## src/rtl/seg7_pkg.sv

```systemverilog
// seg7_pkg -- shared constants for the 7-segment hex display path.
//   NUM_DIGITS   : digits on the display (one per nibble of a 32-bit word)
//   HEX2SEG_TBL  : active-low {g,f,e,d,c,b,a} pattern per hex nibble
//   SEG_BLANK    : all segments off
//   AN_OFF       : all digit enables off
package seg7_pkg;

  localparam int NUM_DIGITS = 8;
  localparam int IDX_W      = 3;

  localparam logic [6:0] SEG_BLANK = 7'h7F;
  localparam logic [7:0] AN_OFF    = 8'hFF;

  // Entry [n] is the pattern for nibble n; listed F down to 0.
  localparam logic [15:0][6:0] HEX2SEG_TBL = {
    7'h0E, 7'h06, 7'h21, 7'h46, 7'h03, 7'h08, 7'h10, 7'h00,
    7'h78, 7'h02, 7'h12, 7'h19, 7'h30, 7'h24, 7'h79, 7'h40
  };

  // 32-bit word viewed as 8 nibbles, nibble 0 least significant.
  typedef logic [NUM_DIGITS-1:0][3:0] nib_word_t;

endpackage

```

## src/rtl/hex_to_seg7.sv

```systemverilog
// hex_to_seg7 -- combinational hex nibble to active-low 7-segment decoder.
//   nib_i : 4-bit hex value
//   seg_o : segments {g,f,e,d,c,b,a}, active-low
module hex_to_seg7
  import seg7_pkg::*;
(
  input  logic [3:0] nib_i,
  output logic [6:0] seg_o
);

  assign seg_o = HEX2SEG_TBL[nib_i];

endmodule

```

## src/rtl/seg7_scan.sv

```systemverilog
// seg7_scan -- time-multiplexed 8-digit common-anode hex display driver.
// The displayed word is snapshotted only at frame boundaries so a frame never
// mixes digits from two different words.
//   clk        : board clock, rising edge
//   reset      : asynchronous, active-low
//   value      : word to display, may change any cycle
//   hold       : 1 = keep current snapshot at frame boundaries
//   an         : digit enables, active-low, an[i] = nibble i
//   seg        : segments {g..a}, active-low
//   frame_done : one-cycle pulse at each frame boundary
// Optional build macro SEG7_LEADING_ZERO_BLANK_EN: blank digits above the
// most significant non-zero nibble (digit 0 always shown).
module seg7_scan
  import seg7_pkg::*;
#(
  parameter int SCAN_DIV = 50000,
  parameter int CNT_W    = 16
) (
  input  logic        clk,
  input  logic        reset,
  input  logic [31:0] value,
  input  logic        hold,
  output logic [7:0]  an,
  output logic [6:0]  seg,
  output logic        frame_done
);

  localparam logic [CNT_W-1:0] CNT_LAST = CNT_W'(SCAN_DIV - 1);
  localparam logic [IDX_W-1:0] IDX_LAST = IDX_W'(NUM_DIGITS - 1);

  logic [CNT_W-1:0] cnt_q, cnt_d;
  logic [IDX_W-1:0] idx_q, idx_d;
  nib_word_t        shadow_q, shadow_d;
  logic [7:0]       an_q, an_d;
  logic [6:0]       seg_q, seg_d;
  logic             fd_q, fd_d;

  logic       tick;
  logic       frame_end;
  logic [3:0] cur_nib;
  logic [6:0] cur_seg;
  logic       blank;

  assign tick      = (cnt_q == CNT_LAST);
  assign frame_end = tick && (idx_q == IDX_LAST);
  assign cur_nib   = shadow_q[idx_q];

  hex_to_seg7 u_dec (
    .nib_i (cur_nib),
    .seg_o (cur_seg)
  );

`ifdef SEG7_LEADING_ZERO_BLANK_EN
  // Index of the most significant non-zero nibble; 0 when the word is zero
  // so digit 0 always stays lit.
  logic [IDX_W-1:0] msd;
  always_comb begin
    msd = '0;
    for (int i = 1; i < NUM_DIGITS; i++)
      if (shadow_q[i] != 4'h0) msd = IDX_W'(i);
  end
  assign blank = (idx_q > msd);
`else
  assign blank = 1'b0;
`endif

  always_comb begin
    cnt_d    = tick ? '0 : cnt_q + CNT_W'(1);
    idx_d    = tick ? idx_q + IDX_W'(1) : idx_q;
    shadow_d = (frame_end && !hold) ? nib_word_t'(value) : shadow_q;
    fd_d     = frame_end;
    // Blanked slots keep their time slot so per-digit brightness is uniform.
    an_d     = blank ? AN_OFF    : ~(8'(1) << idx_q);
    seg_d    = blank ? SEG_BLANK : cur_seg;
  end

  always_ff @(posedge clk or negedge reset) begin
    if (!reset) begin
      cnt_q    <= '0;
      idx_q    <= '0;
      shadow_q <= '0;
      an_q     <= AN_OFF;
      seg_q    <= SEG_BLANK;
      fd_q     <= 1'b0;
    end else begin
      cnt_q    <= cnt_d;
      idx_q    <= idx_d;
      shadow_q <= shadow_d;
      an_q     <= an_d;
      seg_q    <= seg_d;
      fd_q     <= fd_d;
    end
  end

  assign an         = an_q;
  assign seg        = seg_q;
  assign frame_done = fd_q;

endmodule

```

## config.mk

```make
export PLATFORM = sky130hd
export DESIGN_NAME = seg7_scan
export DESIGN_NICKNAME = d
export VERILOG_FILES = /design/src/rtl/seg7_pkg.sv /design/src/rtl/hex_to_seg7.sv /design/src/rtl/seg7_scan.sv
export SDC_FILE = /design/constraint.sdc
export NUM_CORES = 1
export LEC_CHECK = 0
export CELL_PAD_IN_SITES_DETAIL_PLACEMENT = 0
export CELL_PAD_IN_SITES_GLOBAL_PLACEMENT = 1
export CORE_MARGIN = 2
export CORE_UTILIZATION = 45
export DETAILED_ROUTE_END_ITERATION = 16
export GPL_ROUTABILITY_DRIVEN = 1
export PLACE_DENSITY = 0.86
export SLEW_MARGIN = 15
export SYNTH_ARGS = -nofsm -noshare
export SYNTH_HDL_FRONTEND = slang
export SYNTH_SLANG_ARGS = --single-unit
```

## constraint.sdc

```tcl
create_clock -name clk -period 5.14 [get_ports clk]
set_clock_uncertainty 0.05 [all_clocks]
set_input_delay 1.028 -clock clk [delete_from_list [all_inputs] [get_ports clk]]
set_output_delay 1.028 -clock clk [all_outputs]
set_load 0.1 [all_outputs]
```

==> summary.md <==
| Metric | Value |
|---|---|
| Max Cap Viol | 0 |
| Mux contribution to synthesized area | 0.2245 |
| Crit. End Element | output pin |
| CTS tree | done |
| CTS resizes | 0 |
| Cells after Synth | ~230 |
| Gpl congestion | ~0.78 |
| Largest net degree at the start of global routing | 68 |
| Crit start category | flop |
| Maximum clock insertion buffer count | 2 |
| Post-synthesis simple-gate area fraction | 0.1039 |
| Drt wl/cell | 13.86 um |
| Distinct cells, synth | 43 |
| Seq cells post-synth | 67 |
| Initial antenna violation count | 0 |
| Crit-path max FO | 1 |
| Fmax | 0.3257 GHz |
| Drt pass-1 iters | 4 |
| GRT met2 Usage | 0.2358 |
| Clk pin slew, worst setup/hold paths | 0.08 ns |
| Worst R2R Path Depth | 7 |
| # diodes | 0 |
| Post-CTS Setup Bufs | 0 |
| Starting Density | 0.4690 |
| Area delta synth->final | 25.19% |
| Buffers & Inverters on Critical Path | 1 |
| Max_slew headroom | 0.3536 |
| Core Rows | 30 |
| Clk Latency, worst-skew pair | 0.35 ns |
| Reg-to-Reg Start | idx_q[0] |
| DR vias/cell | 4.951 |
| Outcome | finished clean |
| Hold Buf Count CTS | 0 |
| Maximum vdd drop | ~0.16 mV |
| CP peak stage delay | 1.12 ns |
| Mapped cell area | 0.003204 mm^2 |
| Reg2reg end | seg[5] |
| Tmin final | a little over 3 ns |
| Beginning of the worst hold path | cnt_q[0] |
| Dominant synthesized flop cell | dfrtp_1 |
| Arr. time, crit path | 1.99 ns |
| Ys async rst share | 1.000 |
| RSZ-0062 raised after global routing | false |
| Leakage | 1.773 nW |
| Sequential share of the synthesized area | 0.5291 |
| Mapped Nets | 281 |
| Slew @ Worst Pin | 0.9666 ns |
| Final setup fails | 0 |
| Die ar. | 0.007812 mm^2 |
| DRT iter0 DRCs | 87 |
| Sink Count | 67 |
| First-pass GRT wire length | 9266 um |
| Avg Synthesized Cell Area | 13.75 um^2 |
| Adder-Cell Fraction of Synth Area | 0.05076 |
| Port bufs | 50 |
| WS Path Type | flop to output pin |
| Crit path depth | 1 |
| Die height | 88.39 um |
| CP required | slightly above 4 ns |
| Die Wd | ~88 um |
| Vias in the first global route | between 1,500 and 2,000 |
| Largest family of logic cells by synthesized area | multiplexers |
| Pwr Density | 290.3 mW/mm^2 |
| Fin crit share | 0.5974 |
| Hold path cells | 1 |
| WHS Endpoint | cnt_q[0] |
| Met3 Resource Use GR | 0.04104 |
| Synth Area in Compound Gates | 0.02772 |
| DR DRC count | 0 |
| Total track usage | 0.1573 |
| WHS | roughly 0.42 ns |
| R2R Setup Slk | 2.38 ns |
| Final net count | 337 |
| CTS buffer count | 9 |
| Post-synthesis xor/xnor area fraction | 0.03553 |
| Post-DRT Antenna Nets | 0 |
| Setup TNS | 0 ns |
| Post-DP HPWL | 3772 um |
| Via count | 1,931 |
| Routed WL | 5407 um |
| CP Cell Sequence | clkdlybuf4s50_1 |
| Worst min-delay path class | flop to flop |
| Yosys warns | 0 |
| IO Count | 51 |
| Htree depth | 3 |
| Number of synthesized flops with an enable pin | 0 |
| Core Footprint | 0.006832 mm^2 |
| Hold Fails Final Rpt | 0 |
| Root Driver | clkbuf_8 |
| M1 GR Usage | 0.2167 |
| GRT overflow | 0 |
| Layout cell share with drive strength beyond 1 | 0.2789 |
| Slowest stage cell on the critical path | clkdlybuf4s50_1 |
| GR peak layer | met2 |
| CP delay by family, top | buffers and inverters |
| Pins Over Slew Limit | 0 |
-- where the power goes --
| part | leakage, nW | internal [mW] | switching, mW |
|---|---|---|---|
| registers | 0.834 | 0.548 | 0.00755 |
| clock network | 0.108 | 0.286 | 0.204 |
| logic | 0.830 | 0.0527 | 0.0658 |
| total | 1.77 | 0.887 | 0.278 |
-- cell families after synthesis --
logic type      Yosys count
buf+inv                  18
simple gates             56
flops                    67
fa+ha+maj                13
compound gates           13
mux                      53
xor+xnor                 13
-- worst max-delay path by stage --
stage                   to     start  slack (ns)
global route        seg[5]    seg[5]        2.01
global placement    seg[4]    seg[4]        2.44
CTS                 seg[3]    seg[3]        2.06
finish              seg[1]    seg[1]        2.07
floorplan           seg[0]  idx_q[0]        2.88
detailed placement  seg[5]  idx_q[0]        2.34
-- routing by layer --
| metal | share of wire | vias up |
|---|---|---|
| met5 | 0 | - |
| met2 | 0.46 | 42 |
| met3 | 0.043 | 8 |
| li1 | - | 944 |
| met4 | 0.016 | 0 |
| met1 | 0.48 | 937 |
-- cell usage after synthesis, types with 5 or more instances --
library cell / instances / area [um^2]
mux2_2: 34 / 382.9
inv_1: 10 / 37.54
dfrtp_1: 52 / 1301
dfstp_2: 15 / 394.1
ha_1: 13 / 162.7
xor2_1: 6 / 52.55
nand3_1: 5 / 25.02
xnor2_1: 7 / 61.31
nand2_1: 15 / 56.30
mux2i_1: 7 / 70.07
nor2_1: 12 / 45.04
and3_1: 5 / 31.28
-- cell type report --
type / count / area, um^2
inverter: 11 / 41.29
sequential: 67 / 1695
timing repair buffer: 52 / 510.5
clock inverter: 6 / 88.84
fill: 570 / 2820
multi-input combinational: 148 / 1418
tap: 96 / 120.1
clock buffer: 10 / 137.6
-- layout by cell type (no fill, tap or decap), types with 5 or more instances in the layout --
master | Yosys | routed
and3_1 | 5 | 5
clkbuf_8 | 0 | 10
clkdlybuf4s50_1 | 0 | 49
dfrtp_1 | 52 | 52
dfstp_2 | 15 | 15
ha_1 | 13 | 13
inv_1 | 10 | 10
mux2_2 | 34 | 34
mux2i_1 | 7 | 7
nand2_1 | 15 | 15
nand3_1 | 5 | 5
nor2_1 | 12 | 12
xnor2_1 | 7 | 7
xor2_1 | 6 | 6
-- state kept, by name, summed over array words and instances (netlist names) --
name,cells
seg,7
idx_q,3
an,8
cnt_q,16
shadow_q,32
frame_done,1
-- through the flow --
step	std cells	power (mW)	cell area, um^2	utilization	setup WS (ns)
2_1_floorplan	233	0.6338	3204	-	2.877
3_3_place_gp	374	0.6838	3785	0.5540	2.442
3_5_place_dp	374	0.6854	3785	0.5540	2.345
4_1_cts	390	1.176	4011	0.5872	2.057
5_1_grt	390	1.211	4011	0.5872	2.013
6_report	390	1.165	4011	0.5872	2.070
No activity file was read; power rests on OpenSTA's default activity.
